$ cat config.mk
export PLATFORM = sky130hd
export DESIGN_NAME = led_pattern_gen
export DESIGN_NICKNAME = d
export VERILOG_FILES = /design/src/rtl/led_pattern_gen.sv
export SDC_FILE = /design/constraint.sdc
export NUM_CORES = 1
export LEC_CHECK = 0
export CAP_MARGIN = 5
export CELL_PAD_IN_SITES_DETAIL_PLACEMENT = 0
export CELL_PAD_IN_SITES_GLOBAL_PLACEMENT = 1
export CORE_MARGIN = 4
export CORE_UTILIZATION = 45
export CTS_CLUSTER_DIAMETER = 150
export DETAILED_ROUTE_END_ITERATION = 8
export PLACE_DENSITY = 0.77
export SETUP_SLACK_MARGIN = 0.2
export SYNTH_ARGS = -nofsm -noshare
export SYNTH_HDL_FRONTEND = slang
export SYNTH_SLANG_ARGS = --single-unit
$ cat constraint.sdc
create_clock -name clk -period 4.4 [get_ports clk]
set_input_delay 0.44 -clock clk [delete_from_list [all_inputs] [get_ports clk]]
set_output_delay 0.44 -clock clk [all_outputs]
set_load 0.03 [all_outputs]
$ cat src/rtl/led_pattern_gen.sv
// led_pattern_gen: multi-channel LED driver with per-channel OFF/ON/BLINK/BREATHE modes
module led_pattern_gen #(
  parameter int NUM_CH = 3,
  parameter int PWM_BITS = 8,
  parameter int PRESCALE = 27000,
  parameter int RATE_BITS = 10,
  parameter bit ACTIVE_LOW = 1'b0,
  localparam int CH_W = NUM_CH > 1 ? $clog2(NUM_CH) : 1
) (
  input  logic                 clk,
  input  logic                 rst,
  input  logic                 cfg_we,
  input  logic [CH_W-1:0]      cfg_ch,
  input  logic [1:0]           cfg_mode,
  input  logic [RATE_BITS-1:0] cfg_rate,
  output logic [NUM_CH-1:0]    led,
  output logic                 tick
);
  localparam int PS_W = $clog2(PRESCALE);
  localparam logic [PWM_BITS-1:0] MAX = '1;
  typedef enum logic [1:0] {M_OFF, M_ON, M_BLINK, M_BREATHE} mode_e;
  logic [PS_W-1:0] presc_q, presc_d;
  logic tick_q;
  logic [PWM_BITS-1:0] pwm_q;
  mode_e mode_q [NUM_CH];
  mode_e mode_d [NUM_CH];
  logic [RATE_BITS-1:0] rate_q [NUM_CH];
  logic [RATE_BITS-1:0] rate_d [NUM_CH];
  logic [RATE_BITS-1:0] step_q [NUM_CH];
  logic [RATE_BITS-1:0] step_d [NUM_CH];
  logic [PWM_BITS-1:0] phase_q [NUM_CH];
  logic [PWM_BITS-1:0] phase_d [NUM_CH];
  logic [NUM_CH-1:0] dir_q, dir_d, blink_q, blink_d, raw, led_q;
  assign led = led_q;
  assign tick = tick_q;
  // A config write to a channel overrides any step that would coincide with it
  always_comb begin
    presc_d = presc_q == PS_W'(PRESCALE-1) ? '0 : presc_q + 1'b1;
    mode_d = mode_q;
    rate_d = rate_q;
    step_d = step_q;
    phase_d = phase_q;
    dir_d = dir_q;
    blink_d = blink_q;
    raw = '0;
    for (int i = 0; i < NUM_CH; i++) begin
      if (cfg_we && cfg_ch == CH_W'(i)) begin
        mode_d[i] = mode_e'(cfg_mode);
        rate_d[i] = cfg_rate;
        step_d[i] = '0;
        phase_d[i] = '0;
        dir_d[i] = 1'b0;
        blink_d[i] = 1'b0;
      end else if (tick_q) begin
        step_d[i] = step_q[i] == rate_q[i] ? '0 : step_q[i] + 1'b1;
        if (step_q[i] == rate_q[i] && mode_q[i] == M_BLINK)
          blink_d[i] = ~blink_q[i];
        if (step_q[i] == rate_q[i] && mode_q[i] == M_BREATHE) begin
          if (!dir_q[i]) begin
            phase_d[i] = phase_q[i] == MAX ? MAX - 1'b1 : phase_q[i] + 1'b1;
            dir_d[i] = phase_q[i] == MAX;
          end else begin
            phase_d[i] = phase_q[i] == '0 ? PWM_BITS'(1) : phase_q[i] - 1'b1;
            dir_d[i] = phase_q[i] != '0;
          end
        end
      end
      raw[i] = mode_q[i] == M_ON ? 1'b1 :
               mode_q[i] == M_BLINK ? blink_q[i] :
               mode_q[i] == M_BREATHE ? (pwm_q < phase_q[i]) : 1'b0;
    end
  end
  always_ff @(posedge clk or posedge rst) begin
    if (rst) begin
      presc_q <= '0;
      tick_q <= 1'b0;
      pwm_q <= '0;
      dir_q <= '0;
      blink_q <= '0;
      led_q <= {NUM_CH{ACTIVE_LOW}};
      for (int i = 0; i < NUM_CH; i++) begin
        mode_q[i] <= M_OFF;
        rate_q[i] <= '0;
        step_q[i] <= '0;
        phase_q[i] <= '0;
      end
    end else begin
      presc_q <= presc_d;
      tick_q <= presc_q == PS_W'(PRESCALE-1);
      pwm_q <= pwm_q + 1'b1;
      mode_q <= mode_d;
      rate_q <= rate_d;
      step_q <= step_d;
      phase_q <= phase_d;
      dir_q <= dir_d;
      blink_q <= blink_d;
      led_q <= raw ^ {NUM_CH{ACTIVE_LOW}};
    end
  end
endmodule

Word level (Yosys, flattened, before mapping)

Cells that the tools add are included.

Bits in registers: 123
Input port bits: 17
Output and inout port bits: 4
Word-level logic and storage cells: 146

$add $sub $neg: 11
Order comparisons: 3
Eq/ne operators: 18
Muxes and demuxes: 58
Bitwise operators: 3
Reductions and logical operators: 31

Operator list:

| kind                                                 | count |
|---|---|
| 2-to-1 mux 8 bit                                     | 18 |
| 2-to-1 mux 10 bit                                    | 9 |
| adder 8 x 1 -> 8 bit (second input constant)         | 4 |
| adder 10 x 1 -> 10 bit (second input constant)       | 3 |
| equality test 10 bit                                 | 3 |
| 2-to-1 mux 1 bit                                     | 30 |
| equality test 8 bit (second input constant)          | 3 |
| logical NOT 8 bit                                    | 3 |
| < comparator 8 bit                                   | 3 |
| nonzero test 8 bit                                   | 3 |
| subtractor 8 x 1 -> 8 bit (second input constant)    | 3 |
| nonzero test 2 bit                                   | 9 |
| adder 15 x 1 -> 15 bit (second input constant)       | 1 |
| equality test 15 bit (second input constant)         | 1 |
| 2-to-1 mux 15 bit                                    | 1 |
| equality test 2 bit (second input constant)          | 7 |
| AND reduction 2 bit                                  | 6 |
| logical AND 1 bit                                    | 9 |
| equality test 2 x 1 -> 1 bit (second input constant) | 4 |
| NOT 1 bit                                            | 3 |
| logical NOT 2 bit                                    | 1 |

Logic depth before layout (Yosys ltp)

Word-level depth: 6
Mapped depth: 8
Gate-level depth less buffers: 7

Worst setup path before layout

No wires, ideal clock.

Path kind: flip-flop to flip-flop
From: reg phase_q[3] in the netlist's numbering
To: reg phase_q[2] in the netlist's numbering
Library setup time: 0.127 ns
Data arrival time: 1.933 ns
Data required time: 4.273 ns
Path slack: 2.340 ns
Cell stages (with the launch flop): 7
Path buffers: 1
Period minus slack after synthesis: 2.060 ns
Cell sequence: dfrtp_1 buf_6 or4_4 or4_4 nand2_4 o21bai_1 o2bb2a_1

Cells in the longest elaborated chain, start to end: 6
Elaborated cells between the ends (all ways): 8
Classes of those cells: eq/ne (1); mux (6); reduce/logical (1)

RTL lines:

| item                                                     | RTL line | RTL |
|---|---|---|
| start, declared                                          | 31       | `logic [PWM_BITS-1:0] phase_q [NUM_CH];` |
| start signal, assigned                                   | 94       | `phase_q <= phase_d;` |
| equality test 8 bit or logical NOT 8 bit (tied branches) | 60, 63   |  |
| 2-to-1 mux 8 bit (on tied branches)                      | 60, 63   |  |
| 2-to-1 mux 8 bit (*)                                     | 59       | `if (!dir_q[i]) begin` |
| 2-to-1 mux 8 bit (*)                                     | 58       | `if (step_q[i] == rate_q[i] && mode_q[i] == M_BREATHE) begin` |
| 2-to-1 mux 8 bit (*)                                     | 54       | `end else if (tick_q) begin` |
| 2-to-1 mux 8 bit (*)                                     | 47       | `if (cfg_we && cfg_ch == CH_W'(i)) begin` |

Every way passes the cells marked *; elsewhere a longest branch is shown, timed or not. The select of a mux whose other input is x is not followed.
A chain may end at the register's enable or synchronous reset.

Final worst setup path

From: reg tick_q (netlist: tick)
To: out tick

RTL lines:

| item                   | RTL line | RTL |
|---|---|---|
| start, declared        | 23       | `logic tick_q;` |
| start signal, assigned | 89       | `tick_q <= presc_q == PS_W'(PRESCALE-1);` |
| end, declared          | 17       | `output logic tick` |

No word-level cell between the ends.

==> results.sh <==
export IMPL_p_switching_w=0.000866
export IMPL_overflow=0
export IMPL_clock_latency_ns=0.42
export IMPL_synth_edff_count=0
export IMPL_drive_above_1_share_pct=6.17
export IMPL_via_count=5896
export IMPL_critPathLaunch="tick"
export IMPL_drc_errors=0
export IMPL_top_layer="met4"
export IMPL_grt_pass1_vias=5649
export IMPL_clk_pin_slew_ns=0.06
export IMPL_port_buffers=20
export IMPL_slowest_delay_ns=0.73
export IMPL_track_usage_pct=19.8
export IMPL_rr_startpoint="step_q[20]"
export IMPL_syn_avg_cell_area_um2=9.03
export IMPL_netlist_instances=804
export IMPL_power_total_w=0.00322
export IMPL_core_area_um2=15800
export IMPL_ant_nets=0
export IMPL_yosysUniqueCellTypes=67
export IMPL_antenna_cells=0
export IMPL_cts_buffer_depth=2
export IMPL_status="finished clean"
export IMPL_worst_setup_path_type="reg2out"
export IMPL_comb_power_share_pct=14.5
export IMPL_place_congestion=0.848
export IMPL_critPathCaptureType="output port"
export IMPL_cap_violations=0
export IMPL_grt_start_max_net_pins=69
export IMPL_ioPinCount=21
export IMPL_die_x_um=135
export IMPL_mostFrequentLayoutCell="nand2_1"
export IMPL_hold_buffers=0
export IMPL_slew_viol_final=0
export IMPL_drt_wl_total_um=17200
export IMPL_r2r_slack_ns=2.04
export IMPL_met1_length_um=7920
export IMPL_hpwl_um=12400
export IMPL_worstPathRequired_ns=3.96
export IMPL_timing_final_crit_share_pct=57.8
export IMPL_fin_nets=865
export IMPL_rsz0062_at_grt="false"
export IMPL_worst_pin_slew_ns=0.854
export IMPL_cp_arrival_ns=2.10
export IMPL_ys_seq_elements=123
export IMPL_final_cell_mix="152 x nand2_1, 123 x dfrtp_1, 73 x nor2_1"
export IMPL_numCtsBuffers=17
export IMPL_post_cts_buffers=0
export IMPL_cp_endpoint="tick"
export IMPL_crit_buf_inv=2
export IMPL_htree_num_levels=4
export IMPL_hp_class="reg2reg"
export IMPL_crit_fanout=15
export IMPL_tritoncts="done"
export IMPL_dr_first_iter_drc_count=399
export IMPL_start_util_pct=45.8
export IMPL_pwr_share_seq_pct=40.7
export IMPL_synth_area_um2=7260
export IMPL_nFillCells=1479
export IMPL_p_leak_nw=3.76
export IMPL_rr_endpoint="phase_q[23]"
export IMPL_root_buffer="clkbuf_16"
export IMPL_synth_seq_area_share_pct=42.4
export IMPL_clkPwrFrac_pct=44.8
export IMPL_pre_cts_ws_ns=1.80
export IMPL_power_density_nw_per_um2=390
export IMPL_ys_flop_type="dfrtp_1"
export IMPL_worst_slack_ns=1.86
export IMPL_antenna_found_initial=0
export IMPL_drt_first_pass_iters=5
export IMPL_relSlewSlack_pct=43.1
export IMPL_fmax_mhz=393
export IMPL_die_h_um=135
export IMPL_wl_per_cell_um=16.5
export IMPL_area_growth_pct=13.8
export IMPL_viasPerCell=5.66
export IMPL_design_area_um2=8260
export IMPL_cts_resized=0
export IMPL_dr_wl_met2_um=8320
export IMPL_crit_family="buffers and inverters"
export IMPL_die_area_um2=18200
export IMPL_yosysWarnings=0
export IMPL_cpMaxStageDelayCell="clkdlybuf4s50_1"
export IMPL_vdd_ir_drop_max_uv=192
export IMPL_final_hold_violation_count=0
export IMPL_met3_length_um=700
export IMPL_async_reset_ff_share_pct=100
export IMPL_synthesis_nets=856
export IMPL_swShare_pct=26.9
export IMPL_rr_worst_depth=5
export IMPL_rows=46
export IMPL_crit_chain="buf_4, clkdlybuf4s50_1"
export IMPL_p_int_w=0.00236
export IMPL_min_period_ns=2.54
export IMPL_place_area_um2=7650
export IMPL_finalSetupTns_ns=0
export IMPL_path_depth=2
export IMPL_grt_first_pass_wirelength_um=29000
export IMPL_setup_viol=0
export IMPL_cts_sinks=123
export IMPL_setup_worst_path_start_class="flop"
export IMPL_fin_skew_ns=0.00975
area by class of cell:
class	instances	area [um2]	share of cell area, %
clock buffers	21	470	5.70
clock inverters	11	143	1.73
inverters	33	126	1.53
multi-input cells	613	3920	47.5
flip-flops and latches	123	3080	37.3
well taps	216	270	3.27
repair buffers	25	250	3.03
stage by stage:
stage          hold WS (ns)  std cells  utilization (%)
2_1_floorplan         0.424        804                -
3_3_place_gp          0.439       1010             48.3
3_5_place_dp          0.442       1010             48.3
4_1_cts               0.450       1042             52.2
5_1_grt               0.501       1042             52.2
6_report              0.449       1042             52.2
power groups by stage:
stage / Sequential, W / Combinational (W) / Clock, W
4_1_cts: 0.00131 / 0.000477 / 0.00147
3_3_place_gp: 0.00132 / 0.000467 / 0
3_5_place_dp: 0.00133 / 0.000475 / 0
5_1_grt: 0.00133 / 0.000534 / 0.00152
2_1_floorplan: 0.00130 / 0.000360 / 0
6_report: 0.00131 / 0.000468 / 0.00144
synthesized netlist by cell type, drive strengths merged, types with 6 or more instances:
cell type	count	share of area (%)
a21oi	16	1.1
and3	12	1.0
a21o	12	1.2
o31ai	6	0.62
clkbuf	34	1.8
nand4	25	2.2
xnor2	50	6.0
or4	6	0.72
a31oi	9	0.78
nor4	9	1.0
dfrtp	123	42
nor3	16	1.1
ha	35	6.0
a221oi	7	0.93
xor2	36	4.3
o311ai	6	0.72
inv	33	1.7
nor2	73	3.8
mux2i	9	1.2
nand3	31	2.1
a211oi	6	0.62
o21ai	12	0.83
nand2	153	8.0
flip-flops by register name, summed over array words and instances, names as in the netlist:
name,cells
rate_q,30
step_q,30
phase_q,24
presc_q,15
pwm_q,8
mode_q,6
blink_q,3
dir_q,3
led,3
tick,1
worst min path at each step:
| stage | cells past startpoint | to | startpoint |
|---|---|---|---|
| after floorplan | 1 | presc_q[0] | presc_q[0] |
| after global placement | 1 | presc_q[0] | presc_q[0] |
| after detailed placement | 1 | presc_q[0] | presc_q[0] |
| after CTS | 1 | presc_q[0] | presc_q[0] |
| after global routing | 1 | presc_q[0] | presc_q[0] |
| final | 1 | presc_q[0] | presc_q[0] |
routing by layer:
layer  track usage [%]  vias up
li1                  -     2839
met1              27.3     2892
met2              31.6      143
met3              3.87       22
met4              6.33        0
met5                 0        -
worst reg2reg max path, stage by stage, from the launching register on:
cell and delay, ns:
dfrtp_1 0.43, xor2_1 0.16, nor4_1 0.46, nand4_1 0.40, nand2_1 0.41, mux2_2 0.38
cell families after synthesis:
| family | count (synthesis) | synth area share, % |
|---|---|---|
| DFF | 123 | 42.4 |
| adders and majority gates | 35 | 6.03 |
| buffers and inverters | 68 | 3.62 |
| muxes | 11 | 1.55 |
| and+or+nand+nor | 360 | 23.5 |
| xor gates and xnor gates | 86 | 10.4 |
| AOI/OAI and AO/OA | 121 | 12.5 |
No activity file was read; power rests on OpenSTA's default activity.
